## config.mk

```make
export PLATFORM = sky130hd
export DESIGN_NAME = reg_write_flat
export DESIGN_NICKNAME = d
export VERILOG_FILES = /design/src/rtl/reg_write_if.sv /design/src/rtl/reg_write.sv /design/src/flat_wrapper.sv
export SDC_FILE = /design/constraint.sdc
export NUM_CORES = 1
export LEC_CHECK = 0
export ABC_AREA = 1
export ABC_CLOCK_PERIOD_IN_PS = 2100
export BUFFER_PORTS_ARGS = -buffer_cell sky130_fd_sc_hd__buf_2
export CORE_MARGIN = 5
export CORE_UTILIZATION = 60
export CTS_BUF_LIST = sky130_fd_sc_hd__clkbuf_16
export CTS_CLUSTER_DIAMETER = 80
export DETAILED_ROUTE_END_ITERATION = 12
export PLACE_DENSITY_LB_ADDON = 0.25
export SYNTH_ARGS = -nofsm -noshare
export SYNTH_HDL_FRONTEND = slang
export SYNTH_SLANG_ARGS = --single-unit
```

## constraint.sdc

```tcl
create_clock -name clk -period 2.1 [get_ports clk]
set_input_delay 0.315 -clock clk [delete_from_list [all_inputs] [get_ports clk]]
set_output_delay 0.315 -clock clk [all_outputs]
set_load 0.03 [all_outputs]
```

## src/rtl/reg_write_if.sv

```systemverilog
// Write-request channel into the register bank: valid/ready handshake carrying
// a target select, an op code and data.
interface reg_write_if #(
    parameter int WIDTH = 16
);
    logic             wr_valid;
    logic             wr_ready;
    logic [2:0]       wr_cmd;
    logic [1:0]       wr_op;
    logic [WIDTH-1:0] wr_data;

    modport master (
        output wr_valid,
        output wr_cmd,
        output wr_op,
        output wr_data,
        input  wr_ready
    );

    modport slave (
        input  wr_valid,
        input  wr_cmd,
        input  wr_op,
        input  wr_data,
        output wr_ready
    );
endinterface

```

## src/rtl/reg_write.sv

```systemverilog
// Write side of the CPU register bank r0..r7 with a one-entry request buffer
// and an r7 (PC) increment path. Define R0_ZERO_EN to hard-wire r0 to zero.
module reg_write #(
    parameter int               WIDTH    = 16,
    parameter logic [WIDTH-1:0] R7_RESET = '0
) (
    input  logic             clk,
    input  logic             rst_n,
    reg_write_if.slave       wr,
    input  logic             hold,
    input  logic             pc_inc,
    output logic [WIDTH-1:0] r0,
    output logic [WIDTH-1:0] r1,
    output logic [WIDTH-1:0] r2,
    output logic [WIDTH-1:0] r3,
    output logic [WIDTH-1:0] r4,
    output logic [WIDTH-1:0] r5,
    output logic [WIDTH-1:0] r6,
    output logic [WIDTH-1:0] r7
);

    localparam logic [1:0] OP_LOAD  = 2'b00;
    localparam logic [1:0] OP_LOADH = 2'b01;
    localparam logic [1:0] OP_INC   = 2'b10;
    localparam logic [1:0] OP_DEC   = 2'b11;

    function automatic logic [WIDTH-1:0] inc_wrap(input logic [WIDTH-1:0] cur);
        return cur + WIDTH'(1);
    endfunction

    function automatic logic [WIDTH-1:0] dec_wrap(input logic [WIDTH-1:0] cur);
        return cur - WIDTH'(1);
    endfunction

    function automatic logic [WIDTH-1:0] apply_op(
        input logic [WIDTH-1:0] cur,
        input logic [1:0]       op,
        input logic [WIDTH-1:0] data
    );
        logic [WIDTH-1:0] res;
        res = cur;
        case (op)
            OP_LOAD:  res = data;
            OP_LOADH: res[15:8] = data[7:0];
            OP_INC:   res = inc_wrap(cur);
            OP_DEC:   res = dec_wrap(cur);
            default:  res = cur;
        endcase
        return res;
    endfunction

    logic             vld_p0;
    logic [2:0]       cmd_p0;
    logic [1:0]       op_p0;
    logic [WIDTH-1:0] data_p0;

    logic             accept;
    logic             apply;
    logic [7:0]       wen;

    // The buffer may refill in the same cycle it drains, so ready only drops
    // while a held entry is sitting in it.
    assign wr.wr_ready = !vld_p0 || !hold;
    assign accept      = wr.wr_valid && wr.wr_ready;
    assign apply       = vld_p0 && !hold;

    always_comb begin
        wen = '0;
        if (apply) begin
            wen[cmd_p0] = 1'b1;
        end
    end

    // ---- stage p0: request buffer ----
    always_ff @(posedge clk or negedge rst_n) begin
        if (!rst_n) begin
            vld_p0 <= 1'b0;
        end else if (accept) begin
            vld_p0 <= 1'b1;
        end else if (apply) begin
            vld_p0 <= 1'b0;
        end
    end

    always_ff @(posedge clk) begin
        if (accept) begin
            cmd_p0  <= wr.wr_cmd;
            op_p0   <= wr.wr_op;
            data_p0 <= wr.wr_data;
        end
    end

    // ---- stage p1: register file update ----
    logic [WIDTH-1:0] rf [1:7];

    always_ff @(posedge clk or negedge rst_n) begin
        if (!rst_n) begin
            for (int i = 1; i < 7; i++) begin
                rf[i] <= '0;
            end
            rf[7] <= R7_RESET;
        end else begin
            for (int i = 1; i < 7; i++) begin
                if (wen[i]) begin
                    rf[i] <= apply_op(rf[i], op_p0, data_p0);
                end
            end
            // An applied write to r7 overrides, and drops, that cycle's PC increment.
            if (wen[7]) begin
                rf[7] <= apply_op(rf[7], op_p0, data_p0);
            end else if (pc_inc) begin
                rf[7] <= inc_wrap(rf[7]);
            end
        end
    end

`ifdef R0_ZERO_EN
    assign r0 = '0;
`else
    logic [WIDTH-1:0] r0_q;

    always_ff @(posedge clk or negedge rst_n) begin
        if (!rst_n) begin
            r0_q <= '0;
        end else if (wen[0]) begin
            r0_q <= apply_op(r0_q, op_p0, data_p0);
        end
    end

    assign r0 = r0_q;
`endif

    assign r1 = rf[1];
    assign r2 = rf[2];
    assign r3 = rf[3];
    assign r4 = rf[4];
    assign r5 = rf[5];
    assign r6 = rf[6];
    assign r7 = rf[7];

endmodule

```

## src/flat_wrapper.sv

```systemverilog
// flat-port wrapper written by rule: the top's interface ports become plain ports
module reg_write_flat 
#(
    parameter int               WIDTH    = 16,
    parameter logic [WIDTH-1:0] R7_RESET = '0
)
  (clk, rst_n, hold, pc_inc, r0, r1, r2, r3, r4, r5, r6, r7, wr_wr_valid, wr_wr_cmd, wr_wr_op, wr_wr_data, wr_wr_ready);
  reg_write_if #(.WIDTH(WIDTH)) wr_i ();
  input  logic clk;
  input  logic rst_n;
  input  logic hold;
  input  logic pc_inc;
  output logic [WIDTH-1:0] r0;
  output logic [WIDTH-1:0] r1;
  output logic [WIDTH-1:0] r2;
  output logic [WIDTH-1:0] r3;
  output logic [WIDTH-1:0] r4;
  output logic [WIDTH-1:0] r5;
  output logic [WIDTH-1:0] r6;
  output logic [WIDTH-1:0] r7;
  input wire logic [$bits(wr_i.wr_valid)-1:0] wr_wr_valid;
  input wire logic [$bits(wr_i.wr_cmd)-1:0] wr_wr_cmd;
  input wire logic [$bits(wr_i.wr_op)-1:0] wr_wr_op;
  input wire logic [$bits(wr_i.wr_data)-1:0] wr_wr_data;
  output wire logic [$bits(wr_i.wr_ready)-1:0] wr_wr_ready;
  assign wr_i.wr_valid = wr_wr_valid;
  assign wr_i.wr_cmd = wr_wr_cmd;
  assign wr_i.wr_op = wr_wr_op;
  assign wr_i.wr_data = wr_wr_data;
  assign wr_wr_ready = wr_i.wr_ready;
  reg_write #(.WIDTH(WIDTH), .R7_RESET(R7_RESET)) u_core (.clk(clk), .rst_n(rst_n), .wr(wr_i), .hold(hold), .pc_inc(pc_inc), .r0(r0), .r1(r1), .r2(r2), .r3(r3), .r4(r4), .r5(r5), .r6(r6), .r7(r7));
endmodule
```

Word-level counts from Yosys, hierarchy flattened --
Index checks and enable logic that the tools add are counted.
Storage, ports and cells: register bits after elaboration 150, bits in latches 0, RAM bits 0, memory bits (read-only) 0, input bits 26, output and inout port bits 129, logic and storage cells 83, memories 0
Operators by class: add/subtract/negate cells 16, multipliers 0, divide/modulo/power cells 0, order comparisons 2, equality and inequality tests 4, shift operators 0, muxes and demuxes 23, bitwise logic cells 0, reduce and logical (&&, ||, !) cells 18
Operators with widths (count):
- $pmux 8 s4 | 8
- $pmux 8 s3 | 8
- $add 16x1->16 const B | 8
- $sub 16x1->16 const B | 8
- $mux 16 | 2
- $reduce_and 2->1 | 8
- $mux 8 | 1
- $eq 2x2->1 const B | 2
- $lt 3x4->1 const B | 1
- $ne 4x4->1 const B | 1
- $reduce_bool 2->1 | 2
- $demux 1 s3 | 1
- $ge 3x1->1 const B | 1
- $logic_and 1x1->1 | 3
- $mux 1 | 3
- $reduce_bool 3->1 | 1
- $eq 2x1->1 const B | 1
- $logic_not 1->1 | 2
- $logic_not 2->1 | 1
- $logic_or 1x1->1 | 1

Longest topological paths before layout --
word-level depth 7, gate-level depth with buffers 12

Least setup slack after synthesis --
No wires, ideal clock.
kind register -> register, start register u_core.vld_p0, end register u_core.cmd_p0[0], enable pin, data arrival time 1.457 ns, slack 0.237 ns, stages on the path, launching flop included 2, path buffers 0, period minus slack after synthesis 1.863 ns, cell sequence dfrtp_1 > a21oi_1
Between the ends: cells in the longest elaborated chain, start to end 3
RTL lines:
- start: declaration | RTL line reg_write.sv:52 | logic vld_p0;
- start signal: assignment | RTL line reg_write.sv:77 | vld_p0 <= 1'b0;
- start signal: assignment | RTL line reg_write.sv:79 | vld_p0 <= 1'b1;
- start signal: assignment | RTL line reg_write.sv:81 | vld_p0 <= 1'b0;
- $logic_not 1->1 | RTL line reg_write.sv:63 | assign wr.wr_ready = !vld_p0 || !hold;
- $logic_or 1x1->1 | RTL line reg_write.sv:63
- $logic_and 1x1->1 | RTL line reg_write.sv:64 | assign accept = wr.wr_valid && wr.wr_ready;
- via u_core.accept | RTL line reg_write.sv:57 | logic accept;
- end signal: assignment | RTL line reg_write.sv:87 | cmd_p0 <= wr.wr_cmd;
- end: declaration | RTL line reg_write.sv:53 | logic [2:0] cmd_p0;
The timed path passes the listed nets, and every way through them passes these cells. A chain may end at the register's enable or synchronous reset.

Worst setup path in the final report --
start register u_core.op_p0[1], end register u_core.rf (netlist bit u_core.r3[8])
Between the ends: cells in the longest elaborated chain, start to end 2, elaborated cells on any way between the ends 5, classes of those cells eq/ne (3); mux (1); reduce/logical (1)
RTL lines:
- start: declaration | RTL line reg_write.sv:54 | logic [1:0] op_p0;
- start signal: assignment | RTL line reg_write.sv:88 | op_p0 <= wr.wr_op;
- $eq 2x2->1 (tied with other cells) | RTL line reg_write.sv:42 | case (op)
- $pmux 8 s4 (*) | RTL line reg_write.sv:42
- end signal: indexed assignment | RTL line reg_write.sv:105 | rf[i] <= apply_op(rf[i], op_p0, data_p0);
- end: declaration | RTL line reg_write.sv:94 | logic [WIDTH-1:0] rf [1:7];
Mark *: on every way between the ends. The rest lies on a longest branch, timed or not.

==> results.yml <==
die:
  rows: 54
  start_util_pct: 60.5
  die_w_um: 158
  die_h_um: 158
  io-pin-count: 155
  core-area_mm2: 0.0216
  die_area_mm2: 0.0249
synth:
  synth_area_leader_cell: "dfrtp_1"
  syn-num-nets: 2258
  synthTopCellsByArea: "dfrtp_1, nand2_1, nand3_1"
  syn_area_per_cell_um2: 5.90
  synth-edff-count: 21
  synthArstFlopShare_pct: 86.0
  ys_warn_count: 0
  synthDistinctLibCells: 42
  synth-seq-cells: 150
  yosysSeqAreaShare_pct: 29.5
  ys.flop_type: "dfrtp_1"
  synth_top_cell_area_share_pct: 24.7
  netlist_area_mm2: 0.0131
  syn_inst: 2216
critical_path:
  critPathLaunch: "u_core.op_p0[1]$_DFFE_PP_"
  cp.arrival_ns: 2.44
  cp.required_ns: 2.49
  critPathCapture: "u_core.r3[8]$_DFFE_PN0P_"
  critPathMaxFanout: 13
  r2r_slack_ns: 0.05
  rr_endpoint: "u_core.r3[8]$_DFFE_PN0P_"
  r2r_start: "u_core.op_p0[1]$_DFFE_PP_"
  crit_path_start_kind: "register"
  r2r_cells: 8
  endpoint_kind: "register"
  path_class: "reg2reg"
hold_path:
  hp-class: "in2reg"
cts:
  cts_tree: "done"
  ctsHtreeMaxLevel: 4
  clk_pin_slew_ns: 0.08
  cts_sinks: 150
  clk-insertion-delay-late_ns: 0.44
  cts-root-buf: "clkbuf_16"
  cts_buffers: 17
  cts_buffer_depth: 2
routing:
  routed_wl_mm: 47.7
  vias: 16000
  drc_errors: 0
  firstDrtPassIters: 6
  routedWlPerCell_um: 18.0
  drt_iter0_markers: 2177
  routed_via_density: 6.03
  ant_nets: 0
pwr:
  leakage_uw: 0.00714
  power_density_mw_per_mm2: 1020
  vdd_ir_drop_max_v: 0.000914
grt:
  antenna_found_initial: 1
  grt_max_degree: 52
  grt_first_pass_wirelength_mm: 75.4
  grt_pass1_vias: 14700
  overflow: 0
  grt_usage_pct: 38.2
place:
  routabilityCongestion: 0.994
  dp_cells: 2617
  post-dp-hpwl_mm: 34.5
  numPortBuffers: 154
  dp_slack_ns: 0.00831
sta:
  clock.fmax_ghz: 0.488
  period_share_pct: 97.7
  timing.setup.tns_ns: 0
  report.final.slew_viol_count: 0
  fin_skew_ns: 0.0127
  grt_setup_unrepaired: "false"
  fin_crit_ns: 2.05
  max_slew_margin_pct: 55.1
  whs_ns: 0.0504
  setup_viol: 0
  tightest_slew_ns: 0.672
  worst_slack_ns: 0.0493
  hold_viol_final: 0
status:
  outcome: "completed"
job:
  maxCapViolations: 0
final_layout:
  final-instance-count-excl-fill: 2651
  area_growth_pct: 14.2
  fin_nets: 2399
  final_layout_size_suffix_gt1_share_pct: 11.9
layer usage:
layer | wire [um] | track usage, % | vias to the layer above
met5 | 7 | 0 | -
met4 | 2210 | 16.8 | 2
met3 | 6170 | 8.86 | 177
met2 | 20700 | 59.2 | 1106
met1 | 18700 | 51.2 | 7194
li1 | - | - | 7507
metrics by stage:
step                area [um2]  total power [uW]  utilization (%)
floorplan                13100              9630                -
global placement         14300             11500             66.1
detailed placement       14300             11700             66.1
CTS                      14900             15100             69.1
global route             14900             16200             69.1
finish                   14900             15200             69.1
sequential cells by signal, indices dropped and copies added (netlist names):
| register | count |
|---|---|
| u_core.r5 | 16 |
| u_core.r1 | 16 |
| u_core.r7 | 16 |
| u_core.r4 | 16 |
| u_core.r6 | 16 |
| u_core.r3 | 16 |
| u_core.cmd_p0 | 3 |
| u_core.r0 | 16 |
| u_core.data_p0 | 16 |
| u_core.vld_p0 | 1 |
| u_core.r2 | 16 |
| u_core.op_p0 | 2 |
worst max-delay path, cell delays in order (launching register included):
cell      delay [ns]
edfxtp_1        0.50
inv_2           0.27
nand2_2         0.26
inv_4           0.24
nand2_1         0.26
buf_4           0.25
o211ai_1        0.08
o21ai_0         0.09
inv_1           0.05
kinds of logic (layout without fill, tap and decap cells):
kind of cell	count (synthesis)	count (layout)	synth area share, %
AND/OR/NAND/NOR	1409	1409	46.0
buffers and inverters	353	507	10.8
AO/OA/AOI/OAI	278	278	11.5
flip-flops	150	150	29.5
adder cells (fa/ha/maj)	16	16	1.53
XOR/XNOR	10	10	0.669
other	0	1	0
cell usage after synthesis (6+ instances only):
master / number
dfrtp_1: 129
a21oi_1: 42
nand3_1: 335
o21ai_1: 14
nor2_4: 6
inv_1: 257
ha_1: 16
nor3_1: 16
clkbuf_1: 25
o22ai_1: 21
o21ai_0: 171
nand4_1: 67
nand2_1: 591
nor2_1: 365
edfxtp_1: 21
nor2_2: 14
buf_2: 46
nand2_2: 6
inv_2: 11
where the power goes:
| part | switching [uW] | internal [uW] | total [uW] |
|---|---|---|---|
| clock | 1470 | 1930 | 3400 |
| combinational | 4630 | 1960 | 6590 |
| sequential | 1580 | 3640 | 5220 |
what timing repair did:
action | in CTS | in global routing
hold buffers | 1 | 0
endpoints found under the setup margin | 1 | 8
pin swaps | 0 | 0
endpoints found under the hold margin | 41 | 0
gates resized for setup | 1 | 2
setup buffers | 0 | 0
final cells by class:
type | instances | area (um2)
Clock inverter | 15 | 211
Timing Repair Buffer | 207 | 1260
Fill cell | 1988 | 6680
Tap cell | 280 | 350
Clock buffer | 17 | 425
Multi-Input combinational cell | 1713 | 7820
Sequential cell | 150 | 3860
Antenna cell | 1 | 2.50
Inverter | 268 | 1010
placed cells by master, fill, tap and decap left out, drive strengths merged, types with 2 or more instances in the layout:
master	count
a21oi	42
a31oi	5
a41oi	5
and2	3
buf	206
bufinv	3
clkbuf	17
clkinv	4
dfrtp	129
edfxtp	21
ha	16
inv	275
nand2	598
nand3	335
nand3b	2
nand4	67
nor2	385
nor3	16
o211ai	4
o21ai	186
o21bai	2
o221ai	5
o22ai	21
o31ai	3
or2	2
xnor2	5
xor2	5
worst min path at each step:
stage	from	to	slack, ns	cells after the start
2_1_floorplan	rst_n	u_core.r0[0]$_DFFE_PN0P_	0.02	0
3_3_place_gp	rst_n	u_core.r3[6]$_DFFE_PN0P_	0.29	1
3_5_place_dp	rst_n	u_core.r3[6]$_DFFE_PN0P_	0.29	1
4_1_cts	wr_wr_data[11]	u_core.data_p0[11]$_DFFE_PP_	0.04	1
5_1_grt	wr_wr_data[7]	u_core.data_p0[7]$_DFFE_PP_	0.04	1
6_report	wr_wr_data[13]	u_core.data_p0[13]$_DFFE_PP_	0.05	1
Note: power is estimated with default switching activity, not from simulation.
